### src/rtl/btn_ctrl_pkg.sv
// Shared definitions for the button/switch control blocks: debounce state encodings
// and compile-time sizing helpers.
package btn_ctrl_pkg;

  typedef enum logic [1:0] {
    DbOff   = 2'd0,
    DbToOn  = 2'd1,
    DbOn    = 2'd2,
    DbToOff = 2'd3
  } db_state_e;

  // Ceiling log2; returns 0 for v <= 1.
  function automatic int unsigned clog2(input int unsigned v);
    int unsigned r;
    r = 0;
    while ((64'd1 << r) < 64'(v)) begin
      r++;
    end
    return r;
  endfunction

  function automatic int unsigned div_of(input int unsigned clk_hz, input int unsigned tick_hz);
    return clk_hz / tick_hz;
  endfunction

  localparam int unsigned DefaultDiv = div_of(50_000_000, 1_000);

endpackage

### src/rtl/tick_gen.sv
// Free-running prescaler: one-cycle pulse every CLK_HZ/TICK_HZ clocks.
module tick_gen
  import btn_ctrl_pkg::*;
#(
  parameter int unsigned CLK_HZ  = 50_000_000,
  parameter int unsigned TICK_HZ = 1_000
) (
  input  logic i_clk,
  input  logic i_rstn,
  output logic o_pls_1k
);

  localparam int unsigned Div  = div_of(CLK_HZ, TICK_HZ);
  localparam int unsigned CntW = clog2(Div);
  localparam logic [CntW-1:0] CntMax = CntW'(Div - 1);

  logic [CntW-1:0] cnt_q, cnt_d;

  always_comb begin
    o_pls_1k = (cnt_q == CntMax);
    cnt_d    = o_pls_1k ? '0 : cnt_q + CntW'(1);
  end

  always_ff @(posedge i_clk or negedge i_rstn) begin
    if (!i_rstn) begin
      cnt_q <= '0;
    end else begin
      cnt_q <= cnt_d;
    end
  end

endmodule

### src/rtl/go_btn_ctrl.sv
// Button front end for the LED blink block: timebase tick, synchronised and debounced
// button, press pulse, and a run-enable level toggled by each press.
module go_btn_ctrl
  import btn_ctrl_pkg::*;
#(
  parameter int unsigned CLK_HZ      = 50_000_000,
  parameter int unsigned TICK_HZ     = 1_000,
  parameter int unsigned DEB_TICKS   = 20,
  parameter bit          BTN_ACT_LOW = 1'b1
) (
  input  logic i_clk,
  input  logic i_rstn,
  input  logic i_btn,
  input  logic i_clr,
  output logic o_pls_1k,
  output logic o_btn_db,
  output logic o_press,
  output logic o_go
);

  localparam logic RawIdle = BTN_ACT_LOW ? 1'b1 : 1'b0;
  localparam int unsigned DebW = clog2(DEB_TICKS + 1);
  localparam logic [DebW-1:0] DebLast = DebW'(DEB_TICKS - 1);

  logic            pls;
  logic [1:0]      sync_q;
  logic            s_btn;
  db_state_e       state_q, state_d;
  logic [DebW-1:0] deb_cnt_q, deb_cnt_d;
  logic            btn_db_q, btn_db_d;
  logic            press_q, press_d;
  logic            go_q, go_d;

  tick_gen #(
    .CLK_HZ (CLK_HZ),
    .TICK_HZ(TICK_HZ)
  ) u_tick_gen (
    .i_clk   (i_clk),
    .i_rstn  (i_rstn),
    .o_pls_1k(pls)
  );

  assign s_btn = BTN_ACT_LOW ? ~sync_q[1] : sync_q[1];

  // Accepting on the tick that would bring the count to DEB_TICKS.
  always_comb begin
    state_d   = state_q;
    deb_cnt_d = deb_cnt_q;
    btn_db_d  = btn_db_q;
    press_d   = 1'b0;
    unique case (state_q)
      DbOff: begin
        if (s_btn) begin
          state_d   = DbToOn;
          deb_cnt_d = '0;
        end
      end
      DbToOn: begin
        if (!s_btn) begin
          state_d   = DbOff;
          deb_cnt_d = '0;
        end else if (pls) begin
          if (deb_cnt_q == DebLast) begin
            state_d   = DbOn;
            deb_cnt_d = '0;
            btn_db_d  = 1'b1;
            press_d   = 1'b1;
          end else begin
            deb_cnt_d = deb_cnt_q + DebW'(1);
          end
        end
      end
      DbOn: begin
        if (!s_btn) begin
          state_d   = DbToOff;
          deb_cnt_d = '0;
        end
      end
      DbToOff: begin
        if (s_btn) begin
          state_d   = DbOn;
          deb_cnt_d = '0;
        end else if (pls) begin
          if (deb_cnt_q == DebLast) begin
            state_d   = DbOff;
            deb_cnt_d = '0;
            btn_db_d  = 1'b0;
          end else begin
            deb_cnt_d = deb_cnt_q + DebW'(1);
          end
        end
      end
      default: begin
        state_d   = DbOff;
        deb_cnt_d = '0;
      end
    endcase
  end

  always_comb begin
    go_d = go_q;
    if (i_clr) begin
      go_d = 1'b0;
    end else if (press_q) begin
      go_d = ~go_q;
    end
  end

  always_ff @(posedge i_clk or negedge i_rstn) begin
    if (!i_rstn) begin
      sync_q    <= {RawIdle, RawIdle};
      state_q   <= DbOff;
      deb_cnt_q <= '0;
      btn_db_q  <= 1'b0;
      press_q   <= 1'b0;
      go_q      <= 1'b0;
    end else begin
      sync_q    <= {sync_q[0], i_btn};
      state_q   <= state_d;
      deb_cnt_q <= deb_cnt_d;
      btn_db_q  <= btn_db_d;
      press_q   <= press_d;
      go_q      <= go_d;
    end
  end

  assign o_pls_1k = pls;
  assign o_btn_db = btn_db_q;
  assign o_press  = press_q;
  assign o_go     = go_q;

endmodule
### config.mk
export PLATFORM = sky130hd
export DESIGN_NAME = go_btn_ctrl
export DESIGN_NICKNAME = d
export VERILOG_FILES = /design/src/rtl/btn_ctrl_pkg.sv /design/src/rtl/tick_gen.sv /design/src/rtl/go_btn_ctrl.sv
export SDC_FILE = /design/constraint.sdc
export NUM_CORES = 1
export LEC_CHECK = 0
export BUFFER_PORTS_ARGS = -buffer_cell sky130_fd_sc_hd__buf_2
export CAP_MARGIN = 0
export CORE_MARGIN = 2
export CORE_UTILIZATION = 35
export CTS_BUF_LIST = sky130_fd_sc_hd__clkbuf_8 sky130_fd_sc_hd__clkbuf_16
export CTS_CLUSTER_SIZE = 12
export DETAILED_ROUTE_END_ITERATION = 10
export HOLD_SLACK_MARGIN = 0.02
export PLACE_DENSITY = 0.54
export SKIP_CTS_REPAIR_TIMING = 1
export SLEW_MARGIN = 20
export SYNTH_ARGS = -nofsm -noshare
export SYNTH_HDL_FRONTEND = slang
export SYNTH_SLANG_ARGS = --single-unit
export TNS_END_PERCENT = 5
### constraint.sdc
create_clock -name i_clk -period 1.6 [get_ports i_clk]
set_clock_uncertainty 0.1 [all_clocks]
set_input_delay 0.16 -clock i_clk [delete_from_list [all_inputs] [get_ports i_clk]]
set_output_delay 0.16 -clock i_clk [all_outputs]
set_load 0.02 [all_outputs]
==> impl_metrics.xml, run 1 <==
<?xml version="1.0" encoding="UTF-8"?>
<metrics>
  <group name="cells_and_area">
    <metric name="area.growth.synth_to_final" unit="%">26.4</metric>
    <metric name="layout.nets" unit="">161</metric>
    <metric name="antenna-diode-count" unit="">0</metric>
    <metric name="post-route-cell-area" unit="mm2">0.00175</metric>
    <metric name="ratio_of_cells_with_drive_above_1_in_the_final_layout" unit="%">33.1</metric>
  </group>
  <group name="floorplan">
    <metric name="total_die_area" unit="mm2">0.00448</metric>
    <metric name="pin_count" unit="">8</metric>
    <metric name="die_x" unit="um">66.9</metric>
    <metric name="core-area" unit="mm2">0.00374</metric>
    <metric name="floorplan.die.height" unit="um">66.9</metric>
    <metric name="initial_utilization" unit="%">37.0</metric>
    <metric name="placementRows" unit="">22</metric>
  </group>
  <group name="synthesis">
    <metric name="ys_ff_latch" unit="">28</metric>
    <metric name="synth_sequential_area_ratio" unit="%">50.8</metric>
    <metric name="synth-edff-count" unit="">0</metric>
    <metric name="mappedNetlistNets" unit="">129</metric>
    <metric name="synthesis.area" unit="mm2">0.00139</metric>
    <metric name="post_synth.cell_area_avg" unit="um2">11.3</metric>
    <metric name="synth.lib_cells_used.distinct" unit="">38</metric>
    <metric name="synth-main-ff-cell" unit="">sky130_fd_sc_hd__dfrtp_1</metric>
    <metric name="postSynthCellCount" unit="">123</metric>
    <metric name="ys_warn_count" unit="">0</metric>
    <metric name="async_reset_ff_share" unit="%">100</metric>
  </group>
  <group name="worst_setup_path">
    <metric name="crit_type" unit="">reg2out</metric>
    <metric name="timing.reg2reg.worst_path_depth" unit="">7</metric>
    <metric name="setup.worst_path.start_class" unit="">flop</metric>
    <metric name="critPathRequiredTime" unit="ns">1.34</metric>
    <metric name="critical_path.max_fanout" unit="">6</metric>
    <metric name="cp.arrival" unit="ns">1.41</metric>
    <metric name="timing.critical_path.to_type" unit="">primary output</metric>
  </group>
  <group name="clock_network">
    <metric name="cts_max_path_buffers" unit="">2</metric>
    <metric name="number_of_h_tree_levels" unit="">1</metric>
    <metric name="clkSlewWorstSetupHoldPaths" unit="ns">0.08</metric>
    <metric name="cts.sinks" unit="">28</metric>
    <metric name="clock_insertion_delay_worst_skew" unit="ns">0.27</metric>
    <metric name="cts_tree" unit="">yes</metric>
    <metric name="cts_made_buffers" unit="">3</metric>
    <metric name="ctsRootBufferMaster" unit="">sky130_fd_sc_hd__clkbuf_8</metric>
  </group>
  <group name="drt">
    <metric name="vias" unit="">988</metric>
    <metric name="firstDrtPassIters" unit="">4</metric>
    <metric name="post-route-drc-count" unit="">0</metric>
    <metric name="antenna_violating_nets_post_route" unit="">0</metric>
    <metric name="initialDrtViolationCount" unit="">50</metric>
    <metric name="postRouteWirelength" unit="um">2640</metric>
    <metric name="vias_per_cell" unit="">4.89</metric>
    <metric name="detail_route.wl_per_cell" unit="um">13.1</metric>
  </group>
  <group name="global_routing">
    <metric name="grt_start_max_net_pins" unit="">29</metric>
    <metric name="grt-ovfl-total" unit="">0</metric>
    <metric name="antenna_found_initial" unit="">0</metric>
    <metric name="grt_usage" unit="%">13.6</metric>
    <metric name="grt_pass1_vias" unit="">970</metric>
    <metric name="grt_pass1_wl" unit="um">4550</metric>
  </group>
  <group name="pwr">
    <metric name="maximum_ir_drop_on_the_vdd_rail" unit="mV">0.402</metric>
    <metric name="power_per_cell_area" unit="mW/mm2">670</metric>
    <metric name="design_power_total" unit="mW">1.17</metric>
    <metric name="power_leakage" unit="nW">0.824</metric>
  </group>
  <group name="placement">
    <metric name="port_buffers" unit="">7</metric>
    <metric name="pre_cts_slack" unit="ns">0.0212</metric>
    <metric name="replace_congestion" unit="">0.908</metric>
    <metric name="dpl-instance-area" unit="mm2">0.00159</metric>
    <metric name="place.detailed.hpwl" unit="um">1940</metric>
  </group>
  <group name="sta">
    <metric name="setup_repair_after_global_routing_missed_its_margin" unit="">yes</metric>
    <metric name="worstMarginPinSlew" unit="ns">0.605</metric>
    <metric name="timing.final.crit_period" unit="ns">1.67</metric>
    <metric name="timing.max_slew.rel_slack" unit="%">59.7</metric>
    <metric name="final_min_period_over_clock_period" unit="%">105</metric>
    <metric name="final-max-slew-violation-count" unit="">0</metric>
    <metric name="endpoints_failing_setup" unit="">4</metric>
    <metric name="finalHoldViolCount" unit="">0</metric>
    <metric name="layout_setup_ws" unit="ns">-0.0731</metric>
    <metric name="maximum_clock_frequency" unit="MHz">598</metric>
  </group>
  <group name="outcome">
    <metric name="failed_checks" unit="">negative setup slack</metric>
    <metric name="outcome" unit="">finished, violations left</metric>
  </group>
  <group name="worst_hold_path">
    <metric name="holdCritPathClass" unit="">reg2reg</metric>
    <metric name="hold_path_cell_cnt" unit="">0</metric>
  </group>
  <group name="flow_run">
    <metric name="cap_violations" unit="">0</metric>
  </group>
</metrics>
-- final timing paths --
kind,startpoint,endpoint,slack (ns)
setup / recovery,u_tick_gen.cnt_q[0],o_pls_1k,-0.07
hold / removal,sync_q[0],sync_q[1],0.26
setup reg to reg,u_tick_gen.cnt_q[0],deb_cnt_q[1],-0.01
hold reg to reg,sync_q[0],sync_q[1],0.26
max in group asynchronous,i_rstn,deb_cnt_q[0],0.68
min in group asynchronous,i_rstn,u_tick_gen.cnt_q[5],0.32
-- report_power, final --
group          internal [mW]  switching [mW]
sequential             0.713         0.00653
clock                  0.220           0.201
combinational         0.0109          0.0216
total                  0.944           0.229
-- cells in the final DEF (no fill, tap or decap), types with 3 or more instances in the layout --
cell type / instances
sky130_fd_sc_hd__nand3_1: 7
sky130_fd_sc_hd__dlygate4sd3_1: 3
sky130_fd_sc_hd__and4bb_2: 3
sky130_fd_sc_hd__xor2_1: 7
sky130_fd_sc_hd__buf_4: 20
sky130_fd_sc_hd__nor2_1: 13
sky130_fd_sc_hd__mux2i_1: 4
sky130_fd_sc_hd__dfrtp_1: 26
sky130_fd_sc_hd__buf_2: 6
sky130_fd_sc_hd__clkbuf_8: 4
sky130_fd_sc_hd__xnor2_1: 8
sky130_fd_sc_hd__nand2_1: 13
-- Yosys cell counts, drive strengths merged (2+ instances only) --
| cell | instances | area [um2] |
|---|---|---|
| dfrtp | 26 | 651 |
| nand2 | 13 | 48.8 |
| nor2 | 13 | 48.8 |
| nand3 | 8 | 40.0 |
| xnor2 | 8 | 70.1 |
| xor2 | 7 | 61.3 |
| mux2i | 4 | 40.0 |
| nand4 | 4 | 46.3 |
| and4bb | 3 | 37.5 |
| a32oi | 2 | 17.5 |
| and2 | 2 | 15.0 |
| and3 | 2 | 12.5 |
| and4 | 2 | 17.5 |
| buf | 2 | 16.3 |
| dfstp | 2 | 52.6 |
| ha | 2 | 25.0 |
| inv | 2 | 10.0 |
| nor2b | 2 | 12.5 |
| nor3 | 2 | 15.0 |
| o211ai | 2 | 15.0 |
| o21ai | 2 | 10.0 |
| o22ai | 2 | 12.5 |
-- kinds of logic (layout without fill, tap and decap cells) --
logic type      count (synthesis)  count (layout)  share of synthesized area, %
buf+inv                         4              35                          1.90
fa+ha+maj                       2               2                          1.81
flops                          28              28                          50.8
compound gates                 13              13                          6.78
simple gates                   57              57                          26.4
mux                             4               4                          2.89
xor+xnor                       15              15                          9.49
-- layer usage --
layer | vias to the layer above | wire, um | track usage, %
met2 | 13 | 1210 | 20.3
met3 | 4 | 84 | 3.55
met4 | 0 | 28 | 4.08
li1 | 501 | - | -
met1 | 470 | 1320 | 19.3
met5 | - | 0 | 0
-- worst max-delay path, stage by stage, from the launching register on --
cell	delay (ns)
sky130_fd_sc_hd__dfrtp_1	0.41
sky130_fd_sc_hd__ha_4	0.18
sky130_fd_sc_hd__and3_4	0.20
sky130_fd_sc_hd__nand4_4	0.12
sky130_fd_sc_hd__clkinv_4	0.08
sky130_fd_sc_hd__buf_4	0.16
-- area by class of cell --
| cell class | count | area (um2) |
|---|---|---|
| fillers | 370 | 1990 |
| multi-input cells | 91 | 709 |
| flip-flops and latches | 28 | 703 |
| repair buffers | 29 | 210 |
| well taps | 48 | 60.1 |
| clock buffers | 4 | 55.1 |
| inverters | 2 | 12.5 |
-- per-stage QoR --
| step | setup TNS (ns) | instances | hold slack, ns | util [%] |
|---|---|---|---|---|
| floorplan | 0 | 123 | -0.236 | - |
| global placement | 0 | 192 | 0.107 | 42.4 |
| detailed placement | 0 | 192 | 0.107 | 42.4 |
| CTS | -0.192 | 196 | -0.200 | 43.9 |
| global route | -0.780 | 202 | 0.263 | 46.8 |
| finish | -0.0978 | 202 | 0.260 | 46.8 |
-- state kept, by name (all words and copies together) (netlist names), named ones only --
name              count
deb_cnt_q             5
o_btn_db              1
state_q               1
u_tick_gen.cnt_q     16
o_press               1
o_go                  1
sync_q                2
No activity file was read; power rests on OpenSTA's default activity.
==> run 2: changes to the inputs <==
PLACE_DENSITY = 0.5   (was 0.54)
==> run 2 against run 1 <==
Net effect:
- the run still ends with negative setup slack left
- clock power rose by 3%
- worst hold slack better by 0.0025 ns
- clock-buffer cell count is the same
- total power rose by 1.2%
- global-route usage up 1.1 points
- combinational power is 3% higher
- cell area is 0.64% higher
- flip-flop and latch count did not move
- non-clock buffer count rose by 2
- critical endpoint unchanged
==> impl_metrics.xml, run 2 (synthesis gave the netlist of run 1 again) <==
<?xml version="1.0" encoding="UTF-8"?>
<metrics>
  <group name="cells_and_area">
    <metric name="largest_reg_flops" unit="">16</metric>
    <metric name="layout.nets" unit="">163</metric>
    <metric name="layout_top_registers" unit="">u_tick_gen.cnt_q: 16 flops, deb_cnt_q: 5 flops, sync_q: 2 flops</metric>
    <metric name="antenna-diode-count" unit="">0</metric>
    <metric name="final_cell_mix" unit="">sky130_fd_sc_hd__dfrtp_1 (26), sky130_fd_sc_hd__buf_4 (21), sky130_fd_sc_hd__nand2_1 (13), sky130_fd_sc_hd__nor2_1 (13), sky130_fd_sc_hd__xnor2_1 (8)</metric>
    <metric name="post-route-util" unit="%">47.1</metric>
    <metric name="layout.cells.most_common" unit="">sky130_fd_sc_hd__dfrtp_1</metric>
    <metric name="ratio_of_cells_with_drive_above_1_in_the_final_layout" unit="%">34.0</metric>
    <metric name="fin_cells" unit="">204</metric>
    <metric name="area.growth.synth_to_final" unit="%">27.2</metric>
    <metric name="largest-register" unit="">u_tick_gen.cnt_q</metric>
  </group>
  <group name="worst_setup_path">
    <metric name="cp.arrival" unit="ns">1.38</metric>
    <metric name="critical_path.max_fanout" unit="">4</metric>
    <metric name="critPathRequiredTime" unit="ns">1.34</metric>
    <metric name="timing.critical_path.to_type" unit="">primary output</metric>
    <metric name="crit_type" unit="">reg2out</metric>
    <metric name="setup.worst_path.start_class" unit="">flop</metric>
  </group>
  <group name="sta">
    <metric name="finalHoldViolCount" unit="">0</metric>
    <metric name="endpoints_failing_setup" unit="">5</metric>
    <metric name="final-max-slew-violation-count" unit="">0</metric>
    <metric name="setup_repair_after_global_routing_missed_its_margin" unit="">yes</metric>
    <metric name="finalSetupTns" unit="ns">-0.121</metric>
    <metric name="timing.max_slew.rel_slack" unit="%">57.9</metric>
    <metric name="timing.final.crit_period" unit="ns">1.64</metric>
    <metric name="maximum_clock_frequency" unit="MHz">610</metric>
    <metric name="layout_setup_ws" unit="ns">-0.0406</metric>
    <metric name="final_min_period_over_clock_period" unit="%">103</metric>
    <metric name="worstMarginPinSlew" unit="ns">0.632</metric>
  </group>
  <group name="floorplan">
    <metric name="core-area" unit="mm2">0.00374</metric>
    <metric name="die_x" unit="um">66.9</metric>
    <metric name="floorplan.die.height" unit="um">66.9</metric>
    <metric name="placementRows" unit="">22</metric>
    <metric name="initial_utilization" unit="%">37.0</metric>
    <metric name="pin_count" unit="">8</metric>
    <metric name="total_die_area" unit="mm2">0.00448</metric>
  </group>
  <group name="global_routing">
    <metric name="antenna_found_initial" unit="">0</metric>
    <metric name="met3_track_demand_over_resource" unit="%">2.36</metric>
    <metric name="most_heavily_used_metal_layer_in_global_routing" unit="">met2</metric>
    <metric name="grt-ovfl-total" unit="">0</metric>
    <metric name="grt_start_max_net_pins" unit="">29</metric>
    <metric name="globalRouteMet2Util" unit="%">25.1</metric>
    <metric name="grt_pass1_wl" unit="um">4910</metric>
    <metric name="grt_usage" unit="%">14.7</metric>
    <metric name="grt_util_met1" unit="%">18.7</metric>
    <metric name="grt_pass1_vias" unit="">1048</metric>
  </group>
  <group name="pwr">
    <metric name="power_leakage" unit="nW">0.814</metric>
    <metric name="maximum_ir_drop_on_the_vdd_rail" unit="mV">0.368</metric>
    <metric name="design_power_total" unit="mW">1.19</metric>
    <metric name="power_per_cell_area" unit="mW/mm2">674</metric>
  </group>
  <group name="placement">
    <metric name="pre_cts_slack" unit="ns">0.0148</metric>
    <metric name="place.detailed.hpwl" unit="um">2090</metric>
    <metric name="dpl.cell_count" unit="">191</metric>
    <metric name="replace_congestion" unit="">0.781</metric>
    <metric name="port_buffers" unit="">7</metric>
  </group>
  <group name="clock_network">
    <metric name="cts_tree" unit="">yes</metric>
    <metric name="cts_made_buffers" unit="">3</metric>
    <metric name="clock_insertion_delay_worst_skew" unit="ns">0.27</metric>
    <metric name="number_of_h_tree_levels" unit="">1</metric>
    <metric name="cts.sinks" unit="">28</metric>
    <metric name="cts_max_path_buffers" unit="">2</metric>
    <metric name="clkSlewWorstSetupHoldPaths" unit="ns">0.09</metric>
    <metric name="ctsRootBufferMaster" unit="">sky130_fd_sc_hd__clkbuf_8</metric>
  </group>
  <group name="outcome">
    <metric name="failed_checks" unit="">negative setup slack</metric>
    <metric name="outcome" unit="">finished, violations left</metric>
  </group>
  <group name="worst_hold_path">
    <metric name="holdCritPathClass" unit="">reg2reg</metric>
  </group>
  <group name="drt">
    <metric name="firstDrtPassIters" unit="">4</metric>
    <metric name="initialDrtViolationCount" unit="">72</metric>
    <metric name="antenna_violating_nets_post_route" unit="">0</metric>
    <metric name="vias_per_cell" unit="">5.01</metric>
    <metric name="detail_route.wl_per_cell" unit="um">14.1</metric>
    <metric name="post-route-drc-count" unit="">0</metric>
    <metric name="vias" unit="">1023</metric>
    <metric name="postRouteWirelength" unit="um">2870</metric>
  </group>
  <group name="flow_run">
    <metric name="cap_violations" unit="">0</metric>
  </group>
</metrics>
## run 2: final cells by class
type	instances	area (um2)
fill	380	1980
sequential	28	703
multi-input combinational	91	702
timing repair buffer	31	229
tap	48	60.1
clock buffer	4	55.1
inverter	2	12.5
## run 2: worst paths after layout
check / startpoint / to / slack (ns) / cells past startpoint
max: u_tick_gen.cnt_q[1] / o_pls_1k / -0.04 / 5
min: sync_q[0] / sync_q[1] / 0.26 / 0
max reg2reg: u_tick_gen.cnt_q[1] / o_btn_db / -0.03 / 7
min reg2reg: sync_q[0] / sync_q[1] / 0.26 / 0
max in group asynchronous: i_rstn / o_press / 0.65 / 2
min in group asynchronous: i_rstn / u_tick_gen.cnt_q[8] / 0.34 / 2
## run 2: worst max-delay path, stage by stage, from the launching register on
cell and delay [ns]:
sky130_fd_sc_hd__dfrtp_1 0.40, sky130_fd_sc_hd__ha_2 0.20, sky130_fd_sc_hd__and3_4 0.20, sky130_fd_sc_hd__nand4_4 0.11, sky130_fd_sc_hd__clkinv_4 0.07, sky130_fd_sc_hd__buf_6 0.13
## run 2: metal layers
layer	up-vias	wire [um]
li1	503	-
met1	508	1310
met2	10	1480
met3	2	59
met4	0	22
met5	-	0
## run 2: power by group
group,switching [mW],internal [mW]
Clock,0.214,0.220
Combinational,0.0225,0.0109
Sequential,0.00620,0.713
## run 2: metrics by stage
stage	instance area (um2)	hold WS [ns]
after CTS	1640	-0.179
after floorplan	1390	-0.236
after detailed placement	1580	0.118
final	1760	0.262
after global routing	1760	0.270
after global placement	1580	0.121
==> run 3: changes to the inputs <==
PLACE_DENSITY = 0.48   (was 0.5)
SETUP_SLACK_MARGIN = 0.3   (was not set)
clock period = 2.1 ns   (was 1.6 ns; I/O delays follow)
==> run 3 against run 2 <==
Net effect:
- the run now ends clean
- combinational power down 27%
- clock-buffer cell count down 1
- setup slack better by 0.37 ns
==> impl_metrics.xml, run 3 (synthesis gave the netlist of run 1 again) <==
<?xml version="1.0" encoding="UTF-8"?>
<metrics>
  <group name="floorplan">
    <metric name="placementRows" unit="">22</metric>
    <metric name="core-area" unit="mm2">0.00374</metric>
    <metric name="initial_utilization" unit="%">37.0</metric>
    <metric name="total_die_area" unit="mm2">0.00448</metric>
    <metric name="die_x" unit="um">66.9</metric>
    <metric name="floorplan.die.height" unit="um">66.9</metric>
    <metric name="pin_count" unit="">8</metric>
  </group>
  <group name="sta">
    <metric name="finalSetupTns" unit="ns">0</metric>
    <metric name="worstMarginPinSlew" unit="ns">0.628</metric>
    <metric name="finalHoldViolCount" unit="">0</metric>
    <metric name="setup_repair_after_global_routing_missed_its_margin" unit="">yes</metric>
    <metric name="timing.final.crit_period" unit="ns">1.77</metric>
    <metric name="final_min_period_over_clock_period" unit="%">84.3</metric>
    <metric name="final-max-slew-violation-count" unit="">0</metric>
    <metric name="timing.max_slew.rel_slack" unit="%">58.1</metric>
    <metric name="maximum_clock_frequency" unit="MHz">565</metric>
    <metric name="fin_hold_ws" unit="ns">0.262</metric>
    <metric name="endpoints_failing_setup" unit="">0</metric>
    <metric name="layout_setup_ws" unit="ns">0.329</metric>
  </group>
  <group name="clock_network">
    <metric name="ctsRootBufferMaster" unit="">sky130_fd_sc_hd__clkbuf_8</metric>
    <metric name="number_of_h_tree_levels" unit="">1</metric>
    <metric name="cts_made_buffers" unit="">3</metric>
    <metric name="cts_tree" unit="">yes</metric>
    <metric name="cts_max_path_buffers" unit="">2</metric>
    <metric name="clkSlewWorstSetupHoldPaths" unit="ns">0.10</metric>
    <metric name="clock_insertion_delay_worst_skew" unit="ns">0.29</metric>
    <metric name="cts.sinks" unit="">28</metric>
  </group>
  <group name="drt">
    <metric name="firstDrtPassIters" unit="">4</metric>
    <metric name="detail_route.wl_per_cell" unit="um">13.6</metric>
    <metric name="postRouteWirelength" unit="um">2650</metric>
    <metric name="antenna_violating_nets_post_route" unit="">0</metric>
    <metric name="post-route-drc-count" unit="">0</metric>
    <metric name="initialDrtViolationCount" unit="">60</metric>
    <metric name="vias_per_cell" unit="">5.01</metric>
    <metric name="vias" unit="">976</metric>
  </group>
  <group name="pwr">
    <metric name="power_leakage" unit="nW">0.765</metric>
    <metric name="sequential_fraction_of_design_power" unit="%">54.6</metric>
    <metric name="clockPowerShare" unit="%">43.0</metric>
    <metric name="design_power_total" unit="mW">1.00</metric>
    <metric name="power_per_cell_area" unit="mW/mm2">600</metric>
    <metric name="netSwitchingFraction" unit="%">19.5</metric>
    <metric name="maximum_ir_drop_on_the_vdd_rail" unit="mV">0.285</metric>
    <metric name="share_of_power_burned_in_combinational_logic" unit="%">2.4</metric>
    <metric name="netSwitchingPower" unit="mW">0.196</metric>
    <metric name="power_report.internal_total" unit="mW">0.807</metric>
  </group>
  <group name="global_routing">
    <metric name="grt_pass1_wl" unit="um">4440</metric>
    <metric name="grt_usage" unit="%">13.3</metric>
    <metric name="grt_pass1_vias" unit="">890</metric>
    <metric name="antenna_found_initial" unit="">0</metric>
    <metric name="grt_start_max_net_pins" unit="">29</metric>
    <metric name="grt-ovfl-total" unit="">0</metric>
  </group>
  <group name="cells_and_area">
    <metric name="fillCellCount" unit="">380</metric>
    <metric name="final_cell_mix" unit="">sky130_fd_sc_hd__dfrtp_1 (25), sky130_fd_sc_hd__nand2_1 (13), sky130_fd_sc_hd__nor2_1 (13)</metric>
    <metric name="layout.cells.most_common" unit="">sky130_fd_sc_hd__dfrtp_1</metric>
    <metric name="largest-register" unit="">u_tick_gen.cnt_q</metric>
    <metric name="layout.nets" unit="">154</metric>
    <metric name="largest_reg_flops" unit="">16</metric>
    <metric name="antenna-diode-count" unit="">0</metric>
    <metric name="area.growth.synth_to_final" unit="%">20.8</metric>
    <metric name="post-route-util" unit="%">44.7</metric>
    <metric name="ratio_of_cells_with_drive_above_1_in_the_final_layout" unit="%">27.2</metric>
    <metric name="layout_top_registers" unit="">u_tick_gen.cnt_q: 16 flops, deb_cnt_q: 5 flops, sync_q: 2 flops</metric>
  </group>
  <group name="placement">
    <metric name="replace_congestion" unit="">0.726</metric>
    <metric name="place.detailed.hpwl" unit="um">1780</metric>
    <metric name="port_buffers" unit="">7</metric>
    <metric name="pre_cts_slack" unit="ns">0.307</metric>
  </group>
  <group name="flow_run">
    <metric name="cap_violations" unit="">0</metric>
  </group>
  <group name="worst_setup_path">
    <metric name="critical_path.max_fanout" unit="">7</metric>
    <metric name="crit_type" unit="">reg2out</metric>
    <metric name="critPathRequiredTime" unit="ns">1.79</metric>
    <metric name="cp_cell_sequence" unit="">ha_2 &gt; and3_4 &gt; nand4_4 &gt; clkinv_4 &gt; buf_6</metric>
    <metric name="crit_path_top_delay_cell" unit="">sky130_fd_sc_hd__dfrtp_1</metric>
    <metric name="cp_slowest_stage_delay" unit="ns">0.40</metric>
    <metric name="cp.arrival" unit="ns">1.46</metric>
    <metric name="setup.worst_path.start_class" unit="">flop</metric>
    <metric name="timing.critical_path.to_type" unit="">primary output</metric>
  </group>
  <group name="worst_hold_path">
    <metric name="holdCritPathClass" unit="">reg2reg</metric>
  </group>
  <group name="outcome">
    <metric name="outcome" unit="">complete, no violations</metric>
  </group>
</metrics>
## run 3: final timing paths
kind / from / endpoint / slack (ns) / cells past startpoint
setup / recovery: u_tick_gen.cnt_q[1] / o_pls_1k / 0.33 / 5
hold / removal: sync_q[0] / sync_q[1] / 0.26 / 0
setup reg to reg: u_tick_gen.cnt_q[1] / o_btn_db / 0.42 / 6
hold reg to reg: sync_q[0] / sync_q[1] / 0.26 / 0
max in group asynchronous: i_rstn / u_tick_gen.cnt_q[10] / 1.08 / 2
min in group asynchronous: i_rstn / u_tick_gen.cnt_q[9] / 0.37 / 2
## run 3: area by class of cell
cell class / instances / area (um2) / area share, %
inverter: 2 / 12.5 / 0.748
multi-input combinational: 91 / 663 / 39.6
clock inverter: 1 / 30.0 / 1.80
timing repair buffer: 22 / 161 / 9.65
tap: 48 / 60.1 / 3.59
clock buffer: 3 / 41.3 / 2.47
sequential: 28 / 704 / 42.1
## run 3: through the flow
| step | cell area (um2) | instances |
|---|---|---|
| finish | 1670 | 195 |
| global route | 1670 | 195 |
| CTS | 1540 | 181 |
| detailed placement | 1470 | 177 |
| global placement | 1470 | 177 |
| floorplan | 1390 | 123 |
## run 3: worst max-delay path, delay by kind of cell, from the launching register on
family,cells,cell delay (ns)
buffers and inverters,2,0.23
DFF,1,0.40
adders and majority gates,1,0.22
and+or+nand+nor,2,0.35
## run 3: power by group through the flow
stage | Sequential, mW | Combinational [mW] | Clock, mW
final | 0.548 | 0.0243 | 0.431
after global routing | 0.549 | 0.0287 | 0.477
after CTS | 0.548 | 0.0211 | 0.449
after detailed placement | 0.558 | 0.0211 | 0
after global placement | 0.558 | 0.0207 | 0
after floorplan | 0.556 | 0.00861 | 0
## run 3: routing by layer
metal,global-route usage [%],vias to the layer above,routed length [um]
met2,17.8,16,1120
met4,6.12,0,54
met3,2.87,5,82
met5,0,-,0
met1,20.0,469,1400
li1,-,486,-
